===== src/rtl/axi_pkg.sv =====
// Shared AXI encodings, bus widths and the burst master's FSM state type.
package axi_pkg;

  localparam int AXI_DATA_W = 64;
  localparam int AXI_STRB_W = 8;

  localparam logic [1:0] BURST_FIXED = 2'b00;
  localparam logic [1:0] BURST_INCR  = 2'b01;
  localparam logic [1:0] BURST_WRAP  = 2'b10;

  localparam logic [1:0] RESP_OKAY   = 2'b00;
  localparam logic [1:0] RESP_EXOKAY = 2'b01;
  localparam logic [1:0] RESP_SLVERR = 2'b10;
  localparam logic [1:0] RESP_DECERR = 2'b11;

  typedef enum logic [2:0] {
    ST_IDLE = 3'd0,
    ST_AR   = 3'd1,
    ST_R    = 3'd2,
    ST_WR   = 3'd3,
    ST_B    = 3'd4
  } state_e;

endpackage


===== src/rtl/axi4_lite_burst_master.sv =====
// Single-outstanding request front-end: reads become INCR bursts, writes become
// single-beat AW+W; R beats and B responses share one response channel.
module axi4_lite_burst_master
  import axi_pkg::*;
#(
  parameter logic [3:0] ID     = 4'h0,
  parameter int         ADDR_W = 32
) (
  input  logic                  aclk,
  input  logic                  aresetn,
  input  logic                  req_valid,
  output logic                  req_ready,
  input  logic                  req_wr,
  input  logic [ADDR_W-1:0]     req_addr,
  input  logic [7:0]            req_len,
  input  logic [2:0]            req_size,
  input  logic [AXI_DATA_W-1:0] req_wdata,
  input  logic [AXI_STRB_W-1:0] req_wstrb,
  output logic                  resp_valid,
  input  logic                  resp_ready,
  output logic [AXI_DATA_W-1:0] resp_data,
  output logic                  resp_last,
  output logic                  resp_err,
  output logic [3:0]            arid,
  output logic [ADDR_W-1:0]     araddr,
  output logic [7:0]            arlen,
  output logic [2:0]            arsize,
  output logic [1:0]            arburst,
  output logic [1:0]            arlock,
  output logic [3:0]            arcache,
  output logic [2:0]            arprot,
  output logic                  arvalid,
  input  logic                  arready,
  input  logic [3:0]            rid,
  input  logic [AXI_DATA_W-1:0] rdata,
  input  logic [1:0]            rresp,
  input  logic                  rlast,
  input  logic                  rvalid,
  output logic                  rready,
  output logic [3:0]            awid,
  output logic [ADDR_W-1:0]     awaddr,
  output logic [7:0]            awlen,
  output logic [2:0]            awsize,
  output logic [1:0]            awburst,
  output logic [1:0]            awlock,
  output logic [3:0]            awcache,
  output logic [2:0]            awprot,
  output logic                  awvalid,
  input  logic                  awready,
  output logic [3:0]            wid,
  output logic [AXI_DATA_W-1:0] wdata,
  output logic [AXI_STRB_W-1:0] wstrb,
  output logic                  wlast,
  output logic                  wvalid,
  input  logic                  wready,
  input  logic [3:0]            bid,
  input  logic [1:0]            bresp,
  input  logic                  bvalid,
  output logic                  bready
);

  state_e                  state_r, state_s;
  logic [ADDR_W-1:0]       addr_r;
  logic [7:0]              len_r;
  logic [2:0]              size_r;
  logic [AXI_DATA_W-1:0]   wdata_r;
  logic [AXI_STRB_W-1:0]   wstrb_r;
  logic                    arvalid_r, awvalid_r, wvalid_r;
  logic [7:0]              beat_cnt_r;
  logic                    req_fire_s, r_fire_s;
  logic                    unused_s;

  // Returned IDs are not checked: only one transaction is ever outstanding.
  assign unused_s   = ^{rid, bid};
  assign req_fire_s = req_valid && (state_r == ST_IDLE);
  assign r_fire_s   = (state_r == ST_R) && rvalid && resp_ready;

  // State register, request latch, registered AXI valids and the R beat counter.
  always_ff @(posedge aclk) begin
    if (!aresetn) begin
      state_r    <= ST_IDLE;
      addr_r     <= '0;
      len_r      <= 8'd0;
      size_r     <= 3'd0;
      wdata_r    <= '0;
      wstrb_r    <= '0;
      arvalid_r  <= 1'b0;
      awvalid_r  <= 1'b0;
      wvalid_r   <= 1'b0;
      beat_cnt_r <= 8'd0;
    end else begin
      state_r <= state_s;
      if (req_fire_s) begin
        addr_r     <= req_addr;
        len_r      <= req_len;
        size_r     <= req_size;
        wdata_r    <= req_wdata;
        wstrb_r    <= req_wstrb;
        arvalid_r  <= !req_wr;
        awvalid_r  <= req_wr;
        wvalid_r   <= req_wr;
        beat_cnt_r <= 8'd0;
      end else begin
        // Each channel's valid falls on its own handshake, independently.
        if (arvalid_r && arready) arvalid_r <= 1'b0;
        if (awvalid_r && awready) awvalid_r <= 1'b0;
        if (wvalid_r && wready)   wvalid_r  <= 1'b0;
        if (r_fire_s)             beat_cnt_r <= beat_cnt_r + 8'd1;
      end
    end
  end

  // Next-state logic and the pass-through response channel.
  always_comb begin
    state_s    = state_r;
    req_ready  = 1'b0;
    rready     = 1'b0;
    bready     = 1'b0;
    resp_valid = 1'b0;
    resp_data  = '0;
    resp_last  = 1'b0;
    resp_err   = 1'b0;
    case (state_r)
      ST_IDLE: begin
        req_ready = 1'b1;
        if (req_valid) state_s = req_wr ? ST_WR : ST_AR;
        else           state_s = ST_IDLE;
      end
      ST_AR: begin
        if (arready) state_s = ST_R;
        else         state_s = ST_AR;
      end
      ST_R: begin
        rready     = resp_ready;
        resp_valid = rvalid;
        resp_data  = rdata;
        resp_last  = rlast;
        resp_err   = (rresp != RESP_OKAY) ||
                     (rlast && (beat_cnt_r != len_r)) ||
                     ((beat_cnt_r == len_r) && !rlast);
        if (rvalid && resp_ready && rlast) state_s = ST_IDLE;
        else                               state_s = ST_R;
      end
      ST_WR: begin
        if ((!awvalid_r || awready) && (!wvalid_r || wready)) state_s = ST_B;
        else                                                   state_s = ST_WR;
      end
      ST_B: begin
        bready     = resp_ready;
        resp_valid = bvalid;
        resp_last  = 1'b1;
        resp_err   = (bresp != RESP_OKAY);
        if (bvalid && resp_ready) state_s = ST_IDLE;
        else                      state_s = ST_B;
      end
      default: state_s = ST_IDLE;
    endcase
  end

  // Burst type and wlast follow the registered valids so every output is 0 in reset.
  assign arid    = ID;
  assign araddr  = addr_r;
  assign arlen   = len_r;
  assign arsize  = size_r;
  assign arburst = arvalid_r ? BURST_INCR : BURST_FIXED;
  assign arlock  = 2'b00;
  assign arcache = 4'b0000;
  assign arprot  = 3'b000;
  assign arvalid = arvalid_r;

  assign awid    = ID;
  assign awaddr  = addr_r;
  assign awlen   = 8'd0;
  assign awsize  = size_r;
  assign awburst = awvalid_r ? BURST_INCR : BURST_FIXED;
  assign awlock  = 2'b00;
  assign awcache = 4'b0000;
  assign awprot  = 3'b000;
  assign awvalid = awvalid_r;

  assign wid     = ID;
  assign wdata   = wdata_r;
  assign wstrb   = wstrb_r;
  assign wlast   = wvalid_r;
  assign wvalid  = wvalid_r;

endmodule


===== config.mk =====
export PLATFORM = sky130hd
export DESIGN_NAME = axi4_lite_burst_master
export DESIGN_NICKNAME = d
export VERILOG_FILES = /design/src/rtl/axi_pkg.sv /design/src/rtl/axi4_lite_burst_master.sv
export SDC_FILE = /design/constraint.sdc
export NUM_CORES = 1
export LEC_CHECK = 0
export CORE_AREA = 2 2 182 184
export CTS_CLUSTER_DIAMETER = 30
export CTS_CLUSTER_SIZE = 30
export DETAILED_ROUTE_END_ITERATION = 6
export DIE_AREA = 0 0 184 186
export SYNTH_ARGS = -nofsm -noshare
export SYNTH_HDL_FRONTEND = slang
export SYNTH_SLANG_ARGS = --single-unit

===== constraint.sdc =====
create_clock -name aclk -period 2.3 [get_ports aclk]
set_clock_uncertainty 0.1 [all_clocks]
set_input_delay 0.46 -clock aclk [delete_from_list [all_inputs] [get_ports aclk]]
set_output_delay 0.46 -clock aclk [all_outputs]
set_load 0.1 [all_outputs]

==> run summary, run 1 <==
=================================================================================
Status                                                               finished with violations
Failing checks                                                       negative setup slack
Crit start category                                                      register
Library cell occupying the most area in the post-synthesis netlist        dfxtp_1
Fraction of the core area covered by cells at the end of the flow           0.361
Sequential element share of the synthesized area                            0.429
Leakage power figure                                                   0.00492 uW
Routed Antenna Nets                                                             0
Detailed-routing iteration count for the pre-antenna-repair pass                4
Setup violation total in the final timing report                               14
Critical path start-end classification                               register to output pin
Total number of H-tree levels                                                   4
Maximum fanout encountered on the critical timing path                          3
Sink Count                                                                    129
Routed wire per std cell                                                  15.8 um
Top delay family on crit path                                        simple AND/OR/NAND/NOR gates
Via density per instance                                                     3.94
Number of cells on the worst reg-to-reg path                                    5
Count of state elements after synthesis                                       129
Worst hold start                                                     wdata[21]$_SDFFE_PN0P_
Highest ir drop seen on vdd                                              0.523 mV
Total buffers and inverters traversed by the critical path                      1
FF-to-FF setup slack                                                       410 ps
Pin count of the biggest net entering global routing                           83
Longest individual stage delay on the worst path                           400 ps
Total grt overflow                                                              0
R2r endpoint                                                         araddr[22]$_SDFFE_PN0P_
Post-synth cell types                                                          37
Hold depth                                                                      2
Area of the core                                                       32,200 um2
Achievable Freq                                                           395 MHz
Most frequently used cell type in the post-synthesis netlist              nand2_1
Most common library cells after synthesis                            nand2_1 (237), dfxtp_1 (129), buf_4 (79)
Number of hold violations in the final report                                   0
Avg Cell Area, Syn                                                       7.96 um2
Port bufs                                                                     419
Synth-to-layout area growth                                                 93.0%
Final routed DRC violation total                                                0
Combined global-route utilization of all metal layers                       0.139
Ports                                                                         468
Worst hold path class                                                register to register
Source-to-sink clock delay at the later pin of the worst-skew pair         420 ps
Max-Slew Margin vs Limit                                                    0.559
Slew at the pin closest to its max-slew limit                              661 ps
Post-layout min period                                                    2530 ps
Worst min-delay path endpoint                                        wdata[21]$_SDFFE_PN0P_
Count of vias placed by the detailed router                                 6,172
Number of global-route vias before repair                                   5,861
Longest Clk Path Bufs                                                           2
Standard-cell rows                                                             66
Smallest setup slack after layout                                         -235 ps
Top cells by area, synth                                             dfxtp_1 (43%), nand2_1 (15%), buf_4 (9.8%), a21boi_0 (7.6%), and2_1 (7.4%)
Number of max-slew violations in the final report                               0
RSZ-0062 raised after global routing                                          yes
Most frequently used flop master after synthesis                          dfxtp_1
Final sum of negative setup slack                                         -979 ps
Final GP Congestion                                                         0.767
Number of warning messages in the yosys log                                     0
Element type at the critical path end                                  output pin
Clock tree root driver cell                                             clkbuf_16
Layout Nets                                                                 1,349
Area of the mapped netlist                                               6020 um2
CP max stage cell                                                          or3b_4
CTS tree                                                                    built
Horizontal extent of the die                                               184 um
Initial antenna violation count                                                 1
Power per cell area                                                    888 nW/um2
Area share of the largest cell type after synthesis                         0.429
Starting density of the core                                                0.187
Ratio of cells with drive above 1 in the final layout                       0.335
Number of enable-type register cells in the synthesized netlist                 0
Post-route clock period utilization                                          1.10
Floorplan die area                                                     34,200 um2
Total of max-cap violations                                                     0
Ordered cell list for the critical path                              xor2_1, nor4_2, a21oi_1, or3b_4, buf_12
Reg clk slew, reported paths                                                60 ps
Post-DP HPWL                                                              18.6 mm
DR iter-0 viols                                                               211
Required time worst endpoint                                              1740 ps
Source of the worst register-to-register timing path                 state_r[0]$_SDFF_PN0_
First-pass GRT wire length                                                35.6 mm
Number of buffers created by CTS                                               17
Die outline height                                                         186 um
Gate count after technology mapping                                           757
Async SR Flop Fraction                                                          0
Wire length after detailed routing                                        24.8 mm
CP Data Arrival Time                                                      1970 ps
Hold_ws                                                                    354 ps
=================================================================================
area by class of cell:
cell class	count	area [um2]
inverter	1	3.75
clock inverter	12	156
antenna	1	2.50
sequential	129	2620
clock buffer	20	447
tap	408	510
fill	3217	20600
timing repair buffer	461	4990
multi-input combinational	536	2890
flip-flops by register name, indices dropped and copies added, names as in the netlist:
register    flops
wdata          64
araddr         32
arlen           8
beat_cnt_r      8
wstrb           8
arsize          3
state_r         3
arvalid         1
awvalid         1
wlast           1
cells in the final DEF, fill, tap and decap left out, types with 2 or more instances in the layout:
cell type / n
buf_8: 2
a21boi_0: 61
nand4b_1: 2
buf_12: 77
buf_6: 4
clkbuf_16: 18
o21ai_0: 4
nand2_1: 237
a21oi_1: 61
and2_1: 5
clkdlybuf4s50_1: 192
and3_1: 2
nand3_1: 4
nor2_1: 12
buf_4: 182
clkbuf_1: 2
clkinv_2: 2
dfxtp_2: 6
buf_16: 2
dfxtp_1: 114
inv_6: 3
nand4_1: 4
xor2_1: 13
dfxtp_4: 9
clkinvlp_4: 2
and2_2: 14
nor4_2: 2
and2_4: 52
nand2b_1: 5
conb_1: 40
bufinv_16: 3
timing repair:
action | CTS | global route
pin swaps | 32 | 9
endpoints found under the setup margin | 67 | 68
gates resized for setup | 59 | 18
gates cloned | 4 | 2
buffers inserted | 12 | 2
hold buffers | 0 | 0
power breakdown:
group / switching, uW / internal [uW] / leakage (uW)
Clock: 1060 / 1740 / 0.000292
Sequential: 124 / 2420 / 0.00107
Combinational: 3540 / 1430 / 0.00357
how the worst max path moves through the flow:
stage	from	to	cells after the start
floorplan	state_r[0]$_SDFF_PN0_	wdata[10]$_SDFFE_PN0P_	8
global placement	rresp[1]	resp_err	5
detailed placement	bresp[1]	resp_err	5
CTS	arlen[5]$_SDFFE_PN0P_	resp_err	5
global route	arlen[4]$_SDFFE_PN0P_	resp_err	5
finish	arlen[7]$_SDFFE_PN0P_	resp_err	5
tightest hold or removal path: stages, from the launching register on:
cell and delay [ps]:
dfxtp_1 310, nand2_1 50, a21oi_1 50
metal layers:
layer	part of all wire	up-vias	track usage
met5	0	-	0
met4	0.011	0	0.0381
met3	0.055	15	0.0356
met2	0.48	208	0.228
met1	0.45	2875	0.181
li1	-	3074	-
cell families after synthesis:
family                     count (synthesis)  share of synthesized area
AOI/OAI and AO/OA                        131                      0.136
xor gates and xnor gates                  14                     0.0204
adders and majority gates                  1                    0.00208
buffers and inverters                    131                      0.145
DFF                                      129                      0.429
muxes                                      1                    0.00166
other                                      1                   0.000623
and+or+nand+nor                          349                      0.265
per-stage QoR:
| step | setup WS [ps] | power [uW] | cells | cell area (um2) |
|---|---|---|---|---|
| 2_1_floorplan | -320 | 6040 | 796 | 6280 |
| 3_3_place_gp | -103 | 7330 | 1518 | 10700 |
| 3_5_place_dp | -64.1 | 7350 | 1518 | 10700 |
| 4_1_cts | -245 | 10500 | 1565 | 11600 |
| 5_1_grt | -334 | 10700 | 1567 | 11600 |
| 6_report | -235 | 10300 | 1568 | 11600 |
Power figures use the tool's default switching activity.
==> run 2, diff against run 1 <==
--- a/config.mk
+++ b/config.mk
@@ -5,11 +5,11 @@
 export SDC_FILE = /design/constraint.sdc
 export NUM_CORES = 1
 export LEC_CHECK = 0
-export CORE_AREA = 2 2 182 184
+export CORE_AREA = 5 5 180 182
 export CTS_CLUSTER_DIAMETER = 30
 export CTS_CLUSTER_SIZE = 30
 export DETAILED_ROUTE_END_ITERATION = 6
-export DIE_AREA = 0 0 184 186
+export DIE_AREA = 0 0 185 187
 export SYNTH_ARGS = -nofsm -noshare
 export SYNTH_HDL_FRONTEND = slang
 export SYNTH_SLANG_ARGS = --single-unit
==> run summary, run 2 (synthesis gave the netlist of run 1 again) <==
=================================================================================
Status                                                               finished with violations
Failing checks                                                       negative setup slack
Hold_ws                                                                    268 ps   -85.2 ps
Smallest setup slack after layout                                         -257 ps   -22.5 ps
Standard-cell rows                                                             64   -3.0%
Highest ir drop seen on vdd                                              0.434 mV   -17%
Switching portion of total power                                            0.454   -0.00410
Total grt overflow                                                              0   unchanged
Met2 track demand over resource in global routing                           0.239   +0.0118
Via density per instance                                                     3.98   +1.2%
Number of hold violations in the final report                                   0   unchanged
Total buffers and inverters traversed by the critical path                      1   unchanged
Starting density of the core                                                0.198   +0.0109
Floorplan die area                                                     34,600 um2   +1.1%
CP Data Arrival Time                                                      2000 ps   +30 ps
Setup violation total in the final timing report                               65   +51
Element type at the critical path end                                  output pin
Achievable Freq                                                           391 MHz   -0.88%
Detailed-routing iteration count for the pre-antenna-repair pass                6   +2
Number of buffers created by CTS                                               17   unchanged
Proportion of power drawn by combinational gates                            0.484   +0.002
Reg clk slew, reported paths                                                60 ps   about the same
Post-layout min period                                                    2560 ps   +22.5 ps
DR iter-0 viols                                                               166   -21%
Critical path start-end classification                               register to output pin
First-pass GRT wire length                                                37.2 mm   +4.4%
Post-route design area                                                 11,700 um2   +0.34%
Commonest non-fill, non-tap cell in the layout                            nand2_1
Crit start category                                                      register
Area post-placement                                                    10,700 um2   about the same
Power per cell area                                                    885 nW/um2   -0.35%
CP max stage cell                                                          nor4_2
Required time worst endpoint                                              1740 ps   about the same
Final sum of negative setup slack                                        -2750 ps   -1770 ps
Routed wire per std cell                                                  16.3 um   +2.8%
Port bufs                                                                     419   unchanged
Worst hold path class                                                primary input to register
Placement Setup Slack                                                     33.7 ps   +97.8 ps
Number of global-route vias before repair                                   6,054   +3.3%
Sink Count                                                                    129   unchanged
CTS tree                                                                    built
Die outline height                                                         187 um   +0.54%
Post-layout power                                                       10,300 uW   about the same
Met3 usage                                                                 0.0342   -0.00138
Clock power frac                                                            0.270   -0.002
Met1 Resource Use GR                                                        0.169   -0.0125
Final GP Congestion                                                         0.810   +5.6%
Clock tree root driver cell                                             clkbuf_16
Pin count of the biggest net entering global routing                           61   -27%
Layout Nets                                                                 1,348   -0.074%
Leakage power figure                                                   0.00495 uW   +0.62%
Total of max-cap violations                                                     0   unchanged
Synth-to-layout area growth                                                 93.6%
Net switching power figure                                                4690 uW   -0.90%
Sequential fraction of design power                                         0.246   about the same
Post-route clock period utilization                                          1.11   +0.00977
Area of the core                                                       30,400 um2   -5.5%
Leading cell types in the layout, fill and taps excluded             nand2_1 (237), clkdlybuf4s50_1 (192), buf_4 (178), dfxtp_1 (116), buf_12 (79)
Top delay family on crit path                                        simple AND/OR/NAND/NOR gates
Final routed DRC violation total                                                0   unchanged
Horizontal extent of the die                                               185 um   +0.54%
Ordered cell list for the critical path                              xor2_1, nor4_2, a21oi_2, or3b_4, buf_12
Top Usage Layer GRT                                                          met2
Routed Antenna Nets                                                             0   unchanged
Number of hold buffers added after CTS                                          0   unchanged
Longest individual stage delay on the worst path                           410 ps   about the same
Post-DP HPWL                                                              19.2 mm   +3.2%
Total number of H-tree levels                                                   4   unchanged
Source-to-sink clock delay at the later pin of the worst-skew pair         410 ps   about the same
Largest register FFs                                                           64   unchanged
Ports                                                                         468   unchanged
Maximum fanout encountered on the critical timing path                          3   unchanged
Wire length after detailed routing                                        25.3 mm   +2.0%
Longest Clk Path Bufs                                                           2   unchanged
Count of vias placed by the detailed router                                 6,196   +0.39%
Initial antenna violation count                                                 1   unchanged
Number of max-slew violations in the final report                               0   unchanged
Ratio of cells with drive above 1 in the final layout                       0.331   -0.00403
Internal power consumption                                                5640 uW   +0.75%
RSZ-0062 raised after global routing                                          yes
Combined global-route utilization of all metal layers                       0.138   -0.00129
=================================================================================
-- run 2: changes by cell type in the layout (fill, tap and decap cells not counted), sizes merged --
cell,before,now
inv,4,2
clkbuf,21,26
clkinv,4,5
clkinvlp,2,1
buf,268,264
-- run 2: worst register-to-register path, stage by stage, from the launching register on --
cell and delay [ps]:
dfxtp_4 350, buf_4 140, buf_4 150, nor3_2 300, and2_4 240, buf_12 250, nand2_1 130, a21boi_0 350
-- run 2: per-stage QoR --
stage	util	instances
global route	0.383	1555
detailed placement	0.350	1505
finish	0.383	1555
floorplan	-	796
CTS	0.376	1546
global placement	0.350	1505
-- run 2: area by class of cell --
cell class              instances  area [um2]
inverters                       1        3.75
well taps                     396         495
fillers                      3072       18800
clock inverters                10         133
repair buffers                460        5050
multi-input cells             536        2900
flip-flops and latches        129        2620
clock buffers                  22         464
diodes                          1        2.50
-- run 2: what timing repair did --
item	CTS	global route
endpoints found under the hold margin	0	0
gates cloned	2	5
setup endpoints to repair	65	66
resized for setup	19	68
setup buffers	7	4
pin swaps	5	40
-- run 2: metal layers --
metal  vias to the layer above  share of wire
met2                       209           0.50
li1                       3085              -
met1                      2881           0.42
met3                        21          0.066
met5                         -              0
met4                         0          0.016
-- run 2: final timing paths --
kind	from	to	slack, ps	cells past startpoint
setup / recovery	arlen[4]$_SDFFE_PN0P_	resp_err	-260	5
hold / removal	aresetn	arvalid$_SDFFE_PN0P_	270	2
setup reg to reg	state_r[0]$_SDFF_PN0_	awvalid$_SDFFE_PN0P_	150	7
hold reg to reg	wdata[14]$_SDFFE_PN0P_	wdata[14]$_SDFFE_PN0P_	350	2
-- run 2: power groups by stage --
stage	Combinational (uW)	Sequential, uW	Clock [uW]
6_report	5000	2540	2790
5_1_grt	5170	2570	3000
4_1_cts	4870	2540	2910
3_5_place_dp	4760	2590	0
3_3_place_gp	4750	2580	0
2_1_floorplan	2230	3810	0
